File: src/rtl/mem_wb_stage_if.sv
// Bus between the EX/MEM register, the data memory, the MEM/WB stage and its consumers
// (the GPR file and the ID-stage bypass). The stage itself is the slave side.
interface mem_wb_stage_if;
    // control
    logic        stall;
    logic        flush;
    // EX/MEM slot
    logic        ex_mem_valid;
    logic [31:0] ex_mem_instruction;
    logic [31:0] ex_mem_alu_out;
    logic [31:0] ex_mem_pc;
    logic [1:0]  ex_mem_wb_src;
    logic [1:0]  ex_mem_gpr_w_sel;
    logic [2:0]  ex_mem_load_type;
    logic [31:0] dm_rdata;
    // writeback / bypass
    logic [31:0] mem_wb_instruction;
    logic [1:0]  gpr_w_sel;
    logic [31:0] gpr_w_data;
    logic        fwd_valid;
    logic [4:0]  fwd_reg;
    logic [31:0] fwd_data;
    logic        misalign;
    logic [31:0] retired_count;

    modport slave (
        input  stall, flush, ex_mem_valid, ex_mem_instruction, ex_mem_alu_out, ex_mem_pc,
               ex_mem_wb_src, ex_mem_gpr_w_sel, ex_mem_load_type, dm_rdata,
        output mem_wb_instruction, gpr_w_sel, gpr_w_data, fwd_valid, fwd_reg, fwd_data,
               misalign, retired_count
    );

    modport master (
        output stall, flush, ex_mem_valid, ex_mem_instruction, ex_mem_alu_out, ex_mem_pc,
               ex_mem_wb_src, ex_mem_gpr_w_sel, ex_mem_load_type, dm_rdata,
        input  mem_wb_instruction, gpr_w_sel, gpr_w_data, fwd_valid, fwd_reg, fwd_data,
               misalign, retired_count
    );
endinterface

File: src/rtl/mem_wb_stage.sv
// MEM/WB pipeline register and writeback formatter.
// Aligns and extends big-endian load data, selects the writeback value, suppresses
// writes to $0 and misaligned loads, exposes a one-entry bypass and counts retirements.
module mem_wb_stage #(
    parameter logic [31:0] RESET_PC = 32'h0000_3000
) (
    input  logic           clk,
    input  logic           rst,
    mem_wb_stage_if.slave  bus
);
    typedef enum logic [1:0] {
        GPR_NONE = 2'd0,
        GPR_RD   = 2'd1,
        GPR_RT   = 2'd2,
        GPR_RA   = 2'd3
    } gpr_sel_e;

    localparam logic [1:0] WB_ALU  = 2'd0;
    localparam logic [1:0] WB_LOAD = 2'd1;
    localparam logic [1:0] WB_LINK = 2'd2;

    localparam logic [2:0] LD_LW  = 3'd0;
    localparam logic [2:0] LD_LH  = 3'd1;
    localparam logic [2:0] LD_LHU = 3'd2;
    localparam logic [2:0] LD_LB  = 3'd3;
    localparam logic [2:0] LD_LBU = 3'd4;

    // pipeline registers
    logic [31:0] instr_q,    instr_d;
    logic [1:0]  sel_q,      sel_d;
    logic [31:0] data_q,     data_d;
    logic        valid_q,    valid_d;
    logic        misalign_q, misalign_d;
    logic [31:0] retired_count_q, retired_count_d;
    logic [4:0]  fwd_reg_q,  fwd_reg_d;
    logic [31:0] link_q,     link_d;

    // datapath intermediates
    logic [7:0]  lane [4];
    logic [1:0]  byte_off;
    logic [7:0]  sel_byte;
    logic [15:0] sel_half;
    logic [31:0] load_ext;
    logic [31:0] link_addr;
    logic [31:0] wb_value;
    logic [4:0]  dest;
    logic        load_misalign;
    logic        write_ok;

    // Big-endian byte lanes: lane 0 is the most significant byte of the word.
    genvar gi;
    generate
        for (gi = 0; gi < 4; gi++) begin : g_lane
            assign lane[gi] = bus.dm_rdata[31 - 8*gi -: 8];
        end
    endgenerate

    assign byte_off  = bus.ex_mem_alu_out[1:0];
    assign sel_byte  = lane[byte_off];
    assign sel_half  = byte_off[1] ? {lane[2], lane[3]} : {lane[0], lane[1]};
    assign link_addr = bus.ex_mem_pc + 32'd8;

    // Extend the addressed byte/halfword according to the load type.
    always_comb begin
        load_ext = bus.dm_rdata;
        case (bus.ex_mem_load_type)
            LD_LH:   load_ext = {{16{sel_half[15]}}, sel_half};
            LD_LHU:  load_ext = {16'h0000, sel_half};
            LD_LB:   load_ext = {{24{sel_byte[7]}}, sel_byte};
            LD_LBU:  load_ext = {24'h00_0000, sel_byte};
            default: load_ext = bus.dm_rdata;
        endcase
    end

    // Alignment check applies only to instructions that actually write back load data.
    always_comb begin
        load_misalign = 1'b0;
        if (bus.ex_mem_wb_src == WB_LOAD) begin
            case (bus.ex_mem_load_type)
                LD_LH, LD_LHU: load_misalign = byte_off[0];
                LD_LB, LD_LBU: load_misalign = 1'b0;
                default:       load_misalign = (byte_off != 2'b00);
            endcase
        end
    end

    // Writeback source mux and destination decode; reserved source behaves as ALU.
    always_comb begin
        case (bus.ex_mem_wb_src)
            WB_LOAD: wb_value = load_ext;
            WB_LINK: wb_value = link_addr;
            default: wb_value = bus.ex_mem_alu_out;
        endcase
        case (bus.ex_mem_gpr_w_sel)
            GPR_RD:  dest = bus.ex_mem_instruction[15:11];
            GPR_RT:  dest = bus.ex_mem_instruction[20:16];
            GPR_RA:  dest = 5'd31;
            default: dest = 5'd0;
        endcase
        write_ok = (bus.ex_mem_gpr_w_sel != GPR_NONE) && (dest != 5'd0) && !load_misalign;
    end

    // Next-state: flush (or an empty slot) loads a bubble, stall holds, otherwise latch.
    always_comb begin
        instr_d         = instr_q;
        sel_d           = sel_q;
        data_d          = data_q;
        valid_d         = valid_q;
        misalign_d      = misalign_q;
        retired_count_d = retired_count_q;
        fwd_reg_d       = fwd_reg_q;
        link_d          = link_q;
        if (bus.flush || (!bus.stall && !bus.ex_mem_valid)) begin
            instr_d    = 32'h0000_0000;
            sel_d      = GPR_NONE;
            valid_d    = 1'b0;
            misalign_d = 1'b0;
            fwd_reg_d  = 5'd0;
        end else if (!bus.stall) begin
            instr_d         = bus.ex_mem_instruction;
            sel_d           = write_ok ? bus.ex_mem_gpr_w_sel : GPR_NONE;
            data_d          = wb_value;
            valid_d         = 1'b1;
            misalign_d      = load_misalign;
            fwd_reg_d       = write_ok ? dest : 5'd0;
            retired_count_d = retired_count_q + 32'd1;
            if (bus.ex_mem_wb_src == WB_LINK) begin
                link_d = link_addr;
            end
        end
    end

    // State register with synchronous reset.
    always_ff @(posedge clk) begin
        if (rst) begin
            instr_q         <= 32'h0000_0000;
            sel_q           <= GPR_NONE;
            data_q          <= 32'h0000_0000;
            valid_q         <= 1'b0;
            misalign_q      <= 1'b0;
            retired_count_q <= 32'h0000_0000;
            fwd_reg_q       <= 5'd0;
            link_q          <= RESET_PC;
        end else begin
            instr_q         <= instr_d;
            sel_q           <= sel_d;
            data_q          <= data_d;
            valid_q         <= valid_d;
            misalign_q      <= misalign_d;
            retired_count_q <= retired_count_d;
            fwd_reg_q       <= fwd_reg_d;
            link_q          <= link_d;
        end
    end

    assign bus.mem_wb_instruction = instr_q;
    assign bus.gpr_w_sel          = sel_q;
    assign bus.gpr_w_data         = data_q;
    assign bus.fwd_valid          = valid_q && (sel_q != GPR_NONE);
    assign bus.fwd_reg            = fwd_reg_q;
    assign bus.fwd_data           = data_q;
    assign bus.misalign           = misalign_q;
    assign bus.retired_count      = retired_count_q;
endmodule

File: src/flat_wrapper.sv
// flat-port wrapper written by rule: the top's interface ports become plain ports
module mem_wb_stage_flat 
#(
    parameter logic [31:0] RESET_PC = 32'h0000_3000
)
  (clk, rst, bus_stall, bus_flush, bus_ex_mem_valid, bus_ex_mem_instruction, bus_ex_mem_alu_out, bus_ex_mem_pc, bus_ex_mem_wb_src, bus_ex_mem_gpr_w_sel, bus_ex_mem_load_type, bus_dm_rdata, bus_mem_wb_instruction, bus_gpr_w_sel, bus_gpr_w_data, bus_fwd_valid, bus_fwd_reg, bus_fwd_data, bus_misalign, bus_retired_count);
  mem_wb_stage_if bus_i ();
  input  logic clk;
  input  logic rst;
  input wire logic [$bits(bus_i.stall)-1:0] bus_stall;
  input wire logic [$bits(bus_i.flush)-1:0] bus_flush;
  input wire logic [$bits(bus_i.ex_mem_valid)-1:0] bus_ex_mem_valid;
  input wire logic [$bits(bus_i.ex_mem_instruction)-1:0] bus_ex_mem_instruction;
  input wire logic [$bits(bus_i.ex_mem_alu_out)-1:0] bus_ex_mem_alu_out;
  input wire logic [$bits(bus_i.ex_mem_pc)-1:0] bus_ex_mem_pc;
  input wire logic [$bits(bus_i.ex_mem_wb_src)-1:0] bus_ex_mem_wb_src;
  input wire logic [$bits(bus_i.ex_mem_gpr_w_sel)-1:0] bus_ex_mem_gpr_w_sel;
  input wire logic [$bits(bus_i.ex_mem_load_type)-1:0] bus_ex_mem_load_type;
  input wire logic [$bits(bus_i.dm_rdata)-1:0] bus_dm_rdata;
  output wire logic [$bits(bus_i.mem_wb_instruction)-1:0] bus_mem_wb_instruction;
  output wire logic [$bits(bus_i.gpr_w_sel)-1:0] bus_gpr_w_sel;
  output wire logic [$bits(bus_i.gpr_w_data)-1:0] bus_gpr_w_data;
  output wire logic [$bits(bus_i.fwd_valid)-1:0] bus_fwd_valid;
  output wire logic [$bits(bus_i.fwd_reg)-1:0] bus_fwd_reg;
  output wire logic [$bits(bus_i.fwd_data)-1:0] bus_fwd_data;
  output wire logic [$bits(bus_i.misalign)-1:0] bus_misalign;
  output wire logic [$bits(bus_i.retired_count)-1:0] bus_retired_count;
  assign bus_i.stall = bus_stall;
  assign bus_i.flush = bus_flush;
  assign bus_i.ex_mem_valid = bus_ex_mem_valid;
  assign bus_i.ex_mem_instruction = bus_ex_mem_instruction;
  assign bus_i.ex_mem_alu_out = bus_ex_mem_alu_out;
  assign bus_i.ex_mem_pc = bus_ex_mem_pc;
  assign bus_i.ex_mem_wb_src = bus_ex_mem_wb_src;
  assign bus_i.ex_mem_gpr_w_sel = bus_ex_mem_gpr_w_sel;
  assign bus_i.ex_mem_load_type = bus_ex_mem_load_type;
  assign bus_i.dm_rdata = bus_dm_rdata;
  assign bus_mem_wb_instruction = bus_i.mem_wb_instruction;
  assign bus_gpr_w_sel = bus_i.gpr_w_sel;
  assign bus_gpr_w_data = bus_i.gpr_w_data;
  assign bus_fwd_valid = bus_i.fwd_valid;
  assign bus_fwd_reg = bus_i.fwd_reg;
  assign bus_fwd_data = bus_i.fwd_data;
  assign bus_misalign = bus_i.misalign;
  assign bus_retired_count = bus_i.retired_count;
  mem_wb_stage #(.RESET_PC(RESET_PC)) u_core (.clk(clk), .rst(rst), .bus(bus_i));
endmodule
File: config.mk
export PLATFORM = sky130hd
export DESIGN_NAME = mem_wb_stage_flat
export DESIGN_NICKNAME = d
export VERILOG_FILES = /design/src/rtl/mem_wb_stage_if.sv /design/src/rtl/mem_wb_stage.sv /design/src/flat_wrapper.sv
export SDC_FILE = /design/constraint.sdc
export NUM_CORES = 1
export LEC_CHECK = 0
export ABC_AREA = 1
export CORE_ASPECT_RATIO = 1.1
export CORE_UTILIZATION = 43
export DETAILED_ROUTE_END_ITERATION = 8
export PLACE_DENSITY_LB_ADDON = 0.15
export REMOVE_ABC_BUFFERS = 1
export SYNTH_ARGS = -nofsm -noshare
export SYNTH_HDL_FRONTEND = slang
export SYNTH_SLANG_ARGS = --single-unit
File: constraint.sdc
create_clock -name clk -period 1.8 [get_ports clk]
set_input_delay 0.18 -clock clk [delete_from_list [all_inputs] [get_ports clk]]
set_output_delay 0.18 -clock clk [all_outputs]
set_load 0.03 [all_outputs]
Word-level counts from Yosys, hierarchy flattened

Index checks and enable logic that the tools add are counted.

$add $sub $neg: 2
Order comparisons: 1
Equal/unequal tests: 9
Muxes and demuxes: 11
Bitwise logic cells: 3
Reduce and logical (&&, ||, !) cells: 16

Operator list:

| cell                                                            | count |
|---|---|
| 32-bit case mux with 4 select lines                             | 1 |
| 32-bit case mux with 2 select lines                             | 1 |
| 32-bit by 1-bit adder with 32-bit output, second input constant | 1 |
| 32-bit by 4-bit adder with 32-bit output, second input constant | 1 |
| 8-bit binary-select mux with 2-bit select                       | 1 |
| 16-bit 2-to-1 mux                                               | 1 |
| 8-bit 2-to-1 mux                                                | 2 |
| 5-bit case mux with 3 select lines                              | 1 |
| 2-bit == test, second input constant                            | 3 |
| 3-bit by 2-bit == test with 1-bit output, second input constant | 2 |
| 2-bit nonzero test                                              | 3 |
| 2-bit OR reduction                                              | 3 |
| 5-bit 2-to-1 mux                                                | 1 |
| 5-bit nonzero test                                              | 1 |
| 2-bit by 1-bit == test with 1-bit output, second input constant | 2 |
| 1-bit logical AND                                               | 4 |
| 3-bit by 1-bit == test with 1-bit output, second input constant | 1 |
| 3-bit == test, second input constant                            | 1 |
| 3-bit greater-or-equal comparator, second input constant        | 1 |
| 1-bit zero test                                                 | 3 |
| 2-bit inverter with 3-bit output                                | 1 |
| 2-bit 2-to-1 mux                                                | 1 |
| 1-bit inverter                                                  | 2 |
| 1-bit case mux with 2 select lines                              | 1 |
| 3 further kinds                                                 | 3 |

Register bits after elaboration: 105
Bits of input ports: 140
Output and inout port bits: 137

Longest topological paths before layout

Gate-level depths: netlist of the first run.

Depth in word-level cells: 7
Mapped depth: 11

Worst setup path before layout of the first run

OpenSTA, ideal clock, no wires.

Path type: reg-to-reg
From: register u_core.retired_count_q[1] (netlist: u_core.bus.retired_count[1])
To: register u_core.retired_count_q[24] (netlist: u_core.bus.retired_count[24])
Library setup time: 0.115 ns
Data arrival time: 1.658 ns
Required time: 1.685 ns
Slack: 0.027 ns
Stages on the path, launching flop included: 8
Path through: dfxtp_1 > ha_1 > nand3_1 > nor3_1 > nand2_1 > nor2_1 > a21oi_1 > o21a_1

Longest elaborated chain between the ends: 1

RTL lines:

| element                                  | line                | text |
|---|---|---|
| start, declared                          | mem_wb_stage.sv:34  | `logic [31:0] retired_count_q, retired_count_d;` |
| start signal, assigned                   | mem_wb_stage.sv:150 | `retired_count_q <= retired_count_d;` |
| 32-bit by 1-bit adder with 32-bit output | mem_wb_stage.sv:126 | `retired_count_d = retired_count_q + 32'd1;` |

Every way passes these cells.
A chain may end at the register's enable or synchronous reset.

Worst setup path in the final report of the first run

From: register u_core.retired_count_q[22] (netlist: u_core.bus.retired_count[22])
To: output port bus_retired_count[22]

RTL lines:

| element       | line               | text |
|---|---|---|
| end, declared | flat_wrapper.sv:27 | `output wire logic [$bits(bus_i.retired_count)-1:0] bus_retired_count;` |

No word-level cell between the ends.

==> Flow_metrics.wiki, run 1 <==
{| class="wikitable"
! Metric !! Value
|-
| Result of the run || completed
|-
| Mean number of vias per cell || around 5
|-
| Number of design rule violations left after detail routing || 0
|-
| Library cell used as clock root buffer || sky130_fd_sc_hd__clkbuf_16
|-
| Count of distinct cell types in the synthesized netlist || 35
|-
| Clock skew || about 8.6 ps
|-
| Row count || between 40 and 50
|-
| Clock Sinks || between 100 and 150
|-
| Final setup viols || 0
|-
| Post-detail-place hpwl || around 20 mm
|-
| Post-Layout Cell Count || around 1700
|-
| Pin count of the biggest net entering global routing || 42
|-
| Clock tree from TritonCTS || built
|-
| Time the final worst path needs with I/O delays and setup || between 1500 and 2000 ps
|-
| Final estimated routing congestion in global placement || around 0.95
|-
| Number of enable-type register cells in the synthesized netlist || 0
|-
| Placed cell count || approximately 1700
|-
| Core footprint || ~15000 um2
|-
| Total vias in the final route || around 8500
|-
| Unrepaired setup endpoints after global routing || true
|-
| Max-cap check violation count || 0
|-
| Worst EP required || 1620 ps
|-
| H-tree depth reported by CTS || 3
|-
| Clock Latency Late Sink || approximately 370 ps
|-
| Maximum fanout encountered on the critical timing path || 4
|-
| Area growth from synthesis to final layout || 54.85%
|-
| Ys async rst share || 0%
|-
| Setup TNS || 0 ps
|-
| Post-synthesis average cell area || about 5.9 um2
|-
| Antenna violations before repair || 0
|-
| Critical path startpoint category || flip-flop
|-
| Share of post-route cells with drive strength above 1 || under 10%
|-
| Count of port buffers added during placement || 276
|-
| Number of warnings reported in the yosys synthesis log || 0
|-
| Count of endpoints failing hold in the final timing report || 0
|-
| Min-Delay Path Depth || 4
|-
| Crit path launch || u_core.bus.retired_count[22]
|-
| Max-slew violation count || 0
|-
| Most frequent cell after synthesis || sky130_fd_sc_hd__nand2_1
|-
| Overall die area || between 15000 and 20000 um2
|-
| Number of fill cells in the layout || approximately 1400
|-
| Reg2Reg Setup Slack || ~100 ps
|-
| Number of nets with antenna violations after routing || 0
|-
| Height of the die || 133.9 um
|-
| Period Utilization, post-route || around 97%
|-
| Worst Reg-to-Reg Cells || 9
|-
| Number of nets in the layout || ~1600
|-
| Crit. End Element || output pin
|-
| Hold slack || approximately 250 ps
|-
| Vias in the first global route || about 8000
|-
| Clk pin slew, worst setup/hold paths || 80 ps
|-
| Drt wl/cell || ~15 um
|-
| Number of CTS-inserted buffers || 9
|-
| Tightest Pin Transition || about 500 ps
|-
| Fraction of the yosys area taken by sequential cells || 30.91%
|-
| Worst reg2reg startpoint || u_core.bus.retired_count[2]
|-
| Ant diodes || 0
|-
| Total overflow reported by the global router || 0
|-
| Leakage power total || 4.222 nW
|-
| Hold-fix buffer count after cts || 0
|-
| Initial Util || about 45%
|-
| Iteration-0 DRC Markers || 690
|-
| Setup WS post-layout || 53.81 ps
|-
| DRT Pass-1 Iters || 5
|-
| Worst slack at placement || -188.0 ps
|-
| Top flip-flop cell by instance count after synthesis || sky130_fd_sc_hd__dfxtp_1
|-
| Global Route Usage Sum || a little under a third
|-
| Setup CP Type || reg -> out
|-
| Sum of routed wire length over all layers || approximately 25 mm
|-
| Number of synthesized register bits || approximately 110
|-
| Peak clock frequency supported by timing || between 500 and 600 MHz
|-
| Fraction of post-synthesis cell area in the top cell type by area || around 31%
|-
| End of the worst register-to-register path || u_core.bus.retired_count[23]
|-
| Total standard cell area after synthesis || 6800 um2
|-
| Top Ports || 277
|-
| Data arrival time of the critical path || approximately 1600 ps
|-
| Synth top area cells || sky130_fd_sc_hd__dfxtp_1 31%, sky130_fd_sc_hd__nand2_1 21%, sky130_fd_sc_hd__nor2_1 8.9%
|-
| Leading post-synthesis cells by instance count || 375 x sky130_fd_sc_hd__nand2_1, 161 x sky130_fd_sc_hd__nor2_1, 115 x sky130_fd_sc_hd__nand3_1
|-
| Power per cell area || between 500 and 600 nW/um2
|-
| Die X || 121.9 um
|-
| Path category of the worst min-delay check || in -> reg
|-
| Worst ir drop on vdd || 538.6 uV
|-
| Capture endpoint of the worst hold path || u_core.bus.fwd_data[2]
|-
| Biggest area consumer among synthesized cells || sky130_fd_sc_hd__dfxtp_1
|-
| Slew Limit Headroom || 66.37%
|-
| Cells after Synth || roughly 1200
|-
| First-pass GRT wire length || ~40 mm
|-
| CTS Buffer Depth || 2
|-
| Hold wc startpoint || rst
|}
worst max-delay path: stages (launching register included):
cell                              delay, ps
sky130_fd_sc_hd__dfxtp_1                400
sky130_fd_sc_hd__buf_4                  150
sky130_fd_sc_hd__clkdlybuf4s50_1        660
power by group:
part	total, mW	internal, mW	switching (mW)
registers	2.42	2.38	0.0432
clock network	2.00	1.00	0.998
logic	1.61	0.758	0.852
total	6.03	4.14	1.89
layout make-up:
type / count / area, um2 / area share (%)
Tap cell: 196 / 245.2 / 2.329
Clock inverter: 5 / 47.55 / 0.4515
Inverter: 94 / 352.8 / 3.351
Timing Repair Buffer: 378 / 3610 / 34.28
Multi-Input combinational cell: 879 / 3930 / 37.32
Sequential cell: 105 / 2102 / 19.96
Clock buffer: 11 / 242.7 / 2.305
worst max path at each step:
| stage | end | slack, ps |
|---|---|---|
| finish | bus_retired_count[22] | 50 |
| global route | u_core.bus.retired_count[23] | -80 |
| CTS | bus_retired_count[22] | 50 |
| detailed placement | u_core.bus.retired_count[22] | -190 |
| global placement | u_core.bus.fwd_data[31] | -160 |
| floorplan | u_core.bus.retired_count[22] | -70 |
cell usage in the layout (no fill, tap or decap), drive strengths merged, types with 6 or more instances in the layout:
master | synthesis | routed
nand4 | 12 | 12
buf | 45 | 103
nor3 | 16 | 16
nor2 | 167 | 167
o21bai | 7 | 7
o21ai | 39 | 39
nand3 | 117 | 117
dfxtp | 105 | 105
xor2 | 6 | 6
nand2 | 376 | 376
clkdlybuf4s50 | 0 | 274
inv | 94 | 96
clkbuf | 35 | 11
a21oi | 113 | 113
through the flow:
| step | power [mW] | util (%) | cell area [um2] |
|---|---|---|---|
| 5_1_grt | 6.305 | 69.14 | 10530 |
| 4_1_cts | 6.053 | 69.01 | 10510 |
| 3_3_place_gp | 4.063 | 67.11 | 10220 |
| 3_5_place_dp | 4.072 | 67.11 | 10220 |
| 6_report | 6.034 | 69.14 | 10530 |
| 2_1_floorplan | 3.150 | - | 6365 |
what timing repair did:
| action | in CTS | in global routing |
|---|---|---|
| gates resized for setup | 1 | 6 |
| endpoints found under the setup margin | 1 | 13 |
| pin swaps | 0 | 2 |
| buffers inserted | 0 | 0 |
routing by layer:
layer | share of wire, % | wire, um | vias up | track usage, %
met4 | 4.0 | 1006 | 0 | 15.09
met3 | 9.0 | 2247 | 64 | 8.673
met5 | 0 | 0 | - | 0
li1 | - | - | 4298 | -
met2 | 47 | 11720 | 385 | 50.85
met1 | 40 | 10030 | 3789 | 37.82
logic make-up (layout without fill, tap and decap cells):
logic type	Yosys count	in the layout	share of synthesized area [%]
and+or+nand+nor	696	696	42.45
AOI/OAI and AO/OA	170	170	13.16
xor gates and xnor gates	9	9	1.159
adders and majority gates	4	4	0.7360
buffers and inverters	174	488	11.59
DFF	105	105	30.91
(Power assumes the default switching activity.)
==> run 2, diff against run 1 <==
Settings changed: CORE_UTILIZATION 43 to 35.
==> Flow_metrics.wiki, run 2 (same netlist as run 1, synthesis figures left out) <==
{| class="wikitable"
! Metric !! Value
|-
| Result of the run || completed
|-
| Row count || 53 (+13%)
|-
| Number of design rule violations left after detail routing || 0 (unchanged)
|-
| Worst ir drop on vdd || 490.6 uV (-8.9%)
|-
| Max-cap check violation count || 0 (unchanged)
|-
| Number of CTS-inserted buffers || 9 (unchanged)
|-
| Mean number of vias per cell || 4.818 (-5.9%)
|-
| Top Ports || 277 (unchanged)
|-
| Clock skew || 10.60 ps (+2.046 ps)
|-
| Final setup viols || 0 (unchanged)
|-
| Final estimated routing congestion in global placement || 0.9434 (-0.97%)
|-
| Data arrival time of the critical path || 1520 ps (-50 ps)
|-
| Antenna violations before repair || 0 (unchanged)
|-
| Setup CP Type || reg -> out
|-
| Number of buffers and inverters on the critical path || 1 (-1)
|-
| Clock tree from TritonCTS || built
|-
| Max-slew violation count || 0 (unchanged)
|-
| Sum of routed wire length over all layers || 26.21 mm (+4.8%)
|-
| H-tree depth reported by CTS || 3 (unchanged)
|-
| First-pass GRT wire length || 41.10 mm (+3.2%)
|-
| Post-detail-place hpwl || 20.66 mm (+5.0%)
|-
| Tightest Pin Transition || 441.1 ps (-63.27 ps)
|-
| Share of post-route cells with drive strength above 1 || 10.08% (+0.43 points)
|-
| Path category of the worst min-delay check || in -> reg
|-
| CTS Buffer Depth || 2 (unchanged)
|-
| Peak clock frequency supported by timing || 588.4 MHz (+2.7%)
|-
| Clock Sinks || 105 (unchanged)
|-
| Time the final worst path needs with I/O delays and setup || 1700 ps (-46.63 ps)
|-
| Area of placed instances || 10340 um2 (+1.2%)
|-
| Slew Limit Headroom || 70.59% (+4.2 points)
|-
| Most used cells in the layout excluding fill and tap cells || 375 x sky130_fd_sc_hd__nand2_1, 273 x sky130_fd_sc_hd__clkdlybuf4s50_1, 159 x sky130_fd_sc_hd__nor2_1
|-
| Most common cell after layout, fill and taps aside || sky130_fd_sc_hd__nand2_1
|-
| Crit. End Element || output pin
|-
| Maximum fanout encountered on the critical timing path || 4 (unchanged)
|-
| Hold slack || 175.8 ps (-76.86 ps)
|-
| Switching power total || 1.936 mW (+2.3%)
|-
| Int Power || 4.258 mW (+2.8%)
|-
| Total overflow reported by the global router || 0 (unchanged)
|-
| Final design utilization || 55.92% (-13 points)
|-
| Overall die area || 19990 um2 (+22%)
|-
| Number of nets with antenna violations after routing || 0 (unchanged)
|-
| Global Route Usage Sum || 26.42% (-4.9 points)
|-
| Library cell used as clock root buffer || sky130_fd_sc_hd__clkbuf_16
|-
| Combinational share of power || 26.5% (-0.2 points)
|-
| Clk pin slew, worst setup/hold paths || 80 ps (about the same)
|-
| Iteration-0 DRC Markers || 430 (-38%)
|-
| Number of nets in the layout || 1617 (+0.37%)
|-
| Vias in the first global route || 7912 (-0.62%)
|-
| Area growth from synthesis to final layout || 57.06%
|-
| Unrepaired setup endpoints after global routing || false
|-
| Power per cell area || 580.0 nW/um2 (+1.2%)
|-
| Hold-fix buffer count after cts || 0 (unchanged)
|-
| Total vias in the final route || 8311 (-2.6%)
|-
| DRT Pass-1 Iters || 7 (+2)
|-
| Die X || 134.9 um (+11%)
|-
| Height of the die || 148.2 um (+11%)
|-
| Count of endpoints failing hold in the final timing report || 0 (unchanged)
|-
| Ant diodes || 0 (unchanged)
|-
| Clock Latency Late Sink || 360 ps (about the same)
|-
| Power after layout || 6.194 mW (+2.7%)
|-
| Core footprint || 19100 um2 (+25%)
|-
| CP max stage cell || sky130_fd_sc_hd__clkdlybuf4s50_1
|-
| Cells traversed along the worst timing path || clkdlybuf4s50_1
|-
| Clock network fraction of total power || 34.5% (+1.3 points)
|-
| Pin count of the biggest net entering global routing || 44 (+4.8%)
|-
| Post-route standard cell area excluding fillers || 10680 um2 (+1.4%)
|-
| Period Utilization, post-route || 94.42% (-2.6 points)
|-
| Stage delay of the slowest cell on the critical path || 720 ps (+60 ps)
|-
| Initial Util || 35.61% (-9.0 points)
|-
| Count of port buffers added during placement || 276 (unchanged)
|-
| Leakage power total || 4.305 nW (+2.0%)
|-
| Drt wl/cell || 15.20 um (+1.4%)
|-
| Share of power burned in registers || 39.1% (-1.0 points)
|-
| Crit-path leading delay family || buffers and inverters
|-
| Sw Share || 31.26% (-0.12 points)
|-
| Worst EP required || 1620 ps (about the same)
|-
| Critical path startpoint category || flip-flop
|}
## run 2: layout make-up
cell class	instances	area, um2
Clock inverter	7	88.84
Timing Repair Buffer	384	3677
Tap cell	247	309.0
Multi-Input combinational cell	879	3925
Sequential cell	105	2102
Inverter	94	352.8
Clock buffer	9	225.2
Fill cell	1995	8418
## run 2: final timing paths
path	to	cells after the start	start	slack, ps
setup / recovery	bus_retired_count[30]	1	u_core.bus.retired_count[30]	100
hold / removal	u_core.bus.retired_count[11]	2	rst	180
setup reg to reg	u_core.bus.retired_count[27]	8	u_core.bus.retired_count[19]	150
hold reg to reg	u_core.bus.mem_wb_instruction[21]	2	u_core.bus.mem_wb_instruction[21]	460
## run 2: what timing repair did
action / 4_1_cts / 5_1_grt
resized for setup: 0 / 7
endpoints found under the hold margin: 0 / 0
buffers inserted: 0 / 0
endpoints found under the setup margin: 0 / 14
## run 2: power by group through the flow
stage	clock network (mW)	logic [mW]	registers, mW
floorplan	0	0.511	2.64
global placement	0	1.62	2.47
detailed placement	0	1.63	2.47
CTS	2.20	1.64	2.42
global route	2.27	1.78	2.43
finish	2.14	1.64	2.42
## run 2: per-stage QoR
stage | TNS [ps] | instances | setup slack (ps)
2_1_floorplan | -255.0 | 1078 | -74.70
3_3_place_gp | -3213 | 1709 | -172.1
3_5_place_dp | -4301 | 1709 | -204.5
4_1_cts | 0 | 1725 | 19.58
5_1_grt | 0 | 1725 | 7.726
6_report | 0 | 1725 | 100.4
## run 2: metal layers
layer / global-route usage, % / vias to the layer above / share of wire, %
li1: - / 4307 / -
met1: 31.80 / 3693 / 43
met2: 45.80 / 272 / 47
met3: 5.862 / 39 / 7.0
met4: 9.551 / 0 / 2.6
met5: 0 / - / 0
==> run 3, diff against run 2 <==
Settings changed: CORE_UTILIZATION 35 to 44, HOLD_SLACK_MARGIN set to 0.15.
==> Flow_metrics.wiki, run 3 (same netlist as run 1, synthesis figures left out) <==
{| class="wikitable"
! Metric !! Value
|-
| Critical path startpoint category || flip-flop
|-
| Most used cells in the layout excluding fill and tap cells || 375 x sky130_fd_sc_hd__nand2_1, 275 x sky130_fd_sc_hd__clkdlybuf4s50_1, 157 x sky130_fd_sc_hd__nor2_1
|-
| Clock skew || 5.952 ps (-4.644 ps)
|-
| Cells traversed along the worst timing path || buf_4, clkdlybuf4s50_1
|-
| Worst ir drop on vdd || 514.9 uV (+5.0%)
|-
| Highest-utilization routing layer at the global route stage || met2
|-
| Global Route Usage Sum || 30.48% (+4.1 points)
|-
| Slew Limit Headroom || 71.00% (+0.41 points)
|-
| Share of post-route cells with drive strength above 1 || 9.708% (-0.37 points)
|-
| Unrepaired setup endpoints after global routing || false
|-
| Number of buffers and inverters on the critical path || 2 (+1)
|-
| Core footprint || 15050 um2 (-21%)
|-
| Crit-path leading delay family || buffers and inverters
|-
| Max-slew violation count || 0 (unchanged)
|-
| Met2 Resource Use GR || 51.18% (+5.4 points)
|-
| Hold slack || 372.7 ps (+196.9 ps)
|-
| Met1 demand-to-capacity share in global routing || 36.97% (+5.2 points)
|-
| Stage delay of the slowest cell on the critical path || 660 ps (-60 ps)
|-
| Iteration-0 DRC Markers || 510 (+19%)
|-
| Die X || 120.5 um (-11%)
|-
| Hold-fix buffer count after cts || 0 (unchanged)
|-
| Power per cell area || 561.0 nW/um2 (-3.3%)
|-
| Number of CTS-inserted buffers || 9 (unchanged)
|-
| Overall die area || 15960 um2 (-20%)
|-
| Library cell used as clock root buffer || sky130_fd_sc_hd__clkbuf_16
|-
| Maximum fanout encountered on the critical timing path || 4 (unchanged)
|-
| Setup WS post-layout || 41.00 ps (-59.44 ps)
|-
| Final setup viols || 0 (unchanged)
|-
| Mean number of vias per cell || 5.098 (+5.8%)
|-
| Sum of routed wire length over all layers || 24.07 mm (-8.2%)
|-
| Setup CP Type || reg -> out
|-
| Leakage power total || 4.240 nW (-1.5%)
|-
| Reg2Reg Setup Slack || 80 ps (-70 ps)
|-
| Clock Latency Late Sink || 360 ps (about the same)
|-
| Top Ports || 277 (unchanged)
|-
| Height of the die || 132.4 um (-11%)
|-
| Time the final worst path needs with I/O delays and setup || 1759 ps (+59.44 ps)
|-
| Pin count of the biggest net entering global routing || 45 (+2.3%)
|-
| First-pass GRT wire length || 38.31 mm (-6.8%)
|-
| Data arrival time of the critical path || 1580 ps (+60 ps)
|-
| Crit. End Element || output pin
|-
| Number of nets in the layout || 1614 (-0.19%)
|-
| Result of the run || completed
|-
| Number of design rule violations left after detail routing || 0 (unchanged)
|-
| Worst slack at placement || -174.0 ps (+30.50 ps)
|-
| Clk pin slew, worst setup/hold paths || 70 ps (about the same)
|-
| Max-cap check violation count || 0 (unchanged)
|-
| Peak clock frequency supported by timing || 568.5 MHz (-3.4%)
|-
| Vias in the first global route || 7634 (-3.5%)
|-
| H-tree depth reported by CTS || 3 (unchanged)
|-
| Period Utilization, post-route || 97.72% (+3.3 points)
|-
| Count of port buffers added during placement || 276 (unchanged)
|-
| GR Layer Usage met3 || 8.694% (+2.8 points)
|-
| Worst EP required || 1620 ps (about the same)
|-
| Total overflow reported by the global router || 0 (unchanged)
|-
| Initial Util || 45.17% (+9.6 points)
|-
| Row count || 47 (-11%)
|-
| Post-detail-place hpwl || 19.02 mm (-7.9%)
|-
| Drt wl/cell || 14.42 um (-5.1%)
|-
| Final estimated routing congestion in global placement || 0.9693 (+2.7%)
|-
| Area growth from synthesis to final layout || 55.07%
|-
| Count of endpoints failing hold in the final timing report || 0 (unchanged)
|-
| Path category of the worst min-delay check || in -> reg
|-
| Clock Sinks || 105 (unchanged)
|-
| CTS Buffer Depth || 2 (unchanged)
|-
| Final design utilization || 70.05% (+14 points)
|-
| Antenna violations before repair || 0 (unchanged)
|-
| Most common cell after layout, fill and taps aside || sky130_fd_sc_hd__nand2_1
|-
| Ant diodes || 0 (unchanged)
|-
| DRT Pass-1 Iters || 5 (-2)
|-
| Tightest Pin Transition || 435.0 ps (-6.142 ps)
|-
| Total vias in the final route || 8509 (+2.4%)
|-
| Number of nets with antenna violations after routing || 0 (unchanged)
|-
| Power after layout || 5.916 mW (-4.5%)
|-
| CP max stage cell || sky130_fd_sc_hd__clkdlybuf4s50_1
|-
| Clock tree from TritonCTS || built
|}
## run 3: cell types whose count changed in the layout (fill, tap and decap cells not counted)
cell                              delta
sky130_fd_sc_hd__buf_4               -2
sky130_fd_sc_hd__clkdlybuf4s50_1     +2
sky130_fd_sc_hd__nor2_1              -2
sky130_fd_sc_hd__nor3_1              +2
sky130_fd_sc_hd__nor3_2              -2
sky130_fd_sc_hd__buf_2               -1
sky130_fd_sc_hd__buf_6               -1
sky130_fd_sc_hd__bufinv_16           -1
sky130_fd_sc_hd__clkinv_4            -1
sky130_fd_sc_hd__clkinv_8            -1
sky130_fd_sc_hd__clkinvlp_4          +1
sky130_fd_sc_hd__dlymetal6s2s_1      -1
sky130_fd_sc_hd__nor2_2              +1
sky130_fd_sc_hd__nor2_4              +1
## run 3: per-layer routing
metal / vias to the layer above / routed length, um
li1: 4308 / -
met1: 3786 / 9829
met2: 371 / 11450
met3: 44 / 2203
met4: 0 / 586
met5: - / 0
## run 3: layout make-up
cell class / count / area, um2
fill: 1425 / 4509
multi-input combinational: 879 / 3925
timing repair buffer: 381 / 3654
sequential: 105 / 2102
inverter: 94 / 352.8
tap: 196 / 245.2
clock buffer: 9 / 225.2
clock inverter: 5 / 41.29
## run 3: worst paths after layout
kind / startpoint / endpoint / depth (start not counted)
worst min register to register: u_core.bus.mem_wb_instruction[31] / u_core.bus.mem_wb_instruction[31] / 2
worst max register to register: u_core.bus.retired_count[0] / u_core.bus.retired_count[17] / 10
worst max-delay path: u_core.bus.retired_count[22] / bus_retired_count[22] / 2
worst min-delay path: bus_ex_mem_instruction[2] / u_core.bus.mem_wb_instruction[2] / 3
## run 3: worst reg2reg max path, delay by kind of cell (launching register included)
kind                   cells  cell delay, ps
DFF                        1             340
buffers and inverters      2             210
and+or+nand+nor            8            1080
## run 3: repair_timing
action / 4_1_cts / 5_1_grt
buffers inserted: 0 / 0
endpoints found under the setup margin: 0 / 11
gates resized for setup: 0 / 6
## run 3: stage by stage
step / TNS [ps] / std cells / cell area [um2]
final: 0 / 1669 / 10550
after global routing: 0 / 1669 / 10550
after CTS: 0 / 1669 / 10530
after detailed placement: -5868 / 1655 / 10260
after global placement: -3137 / 1655 / 10260
after floorplan: -255.0 / 1078 / 6365
## run 3: power breakdown
part	total [mW]	internal, mW	switching, mW
clock	1.89	0.940	0.946
combinational	1.61	0.765	0.847
sequential	2.42	2.38	0.0397
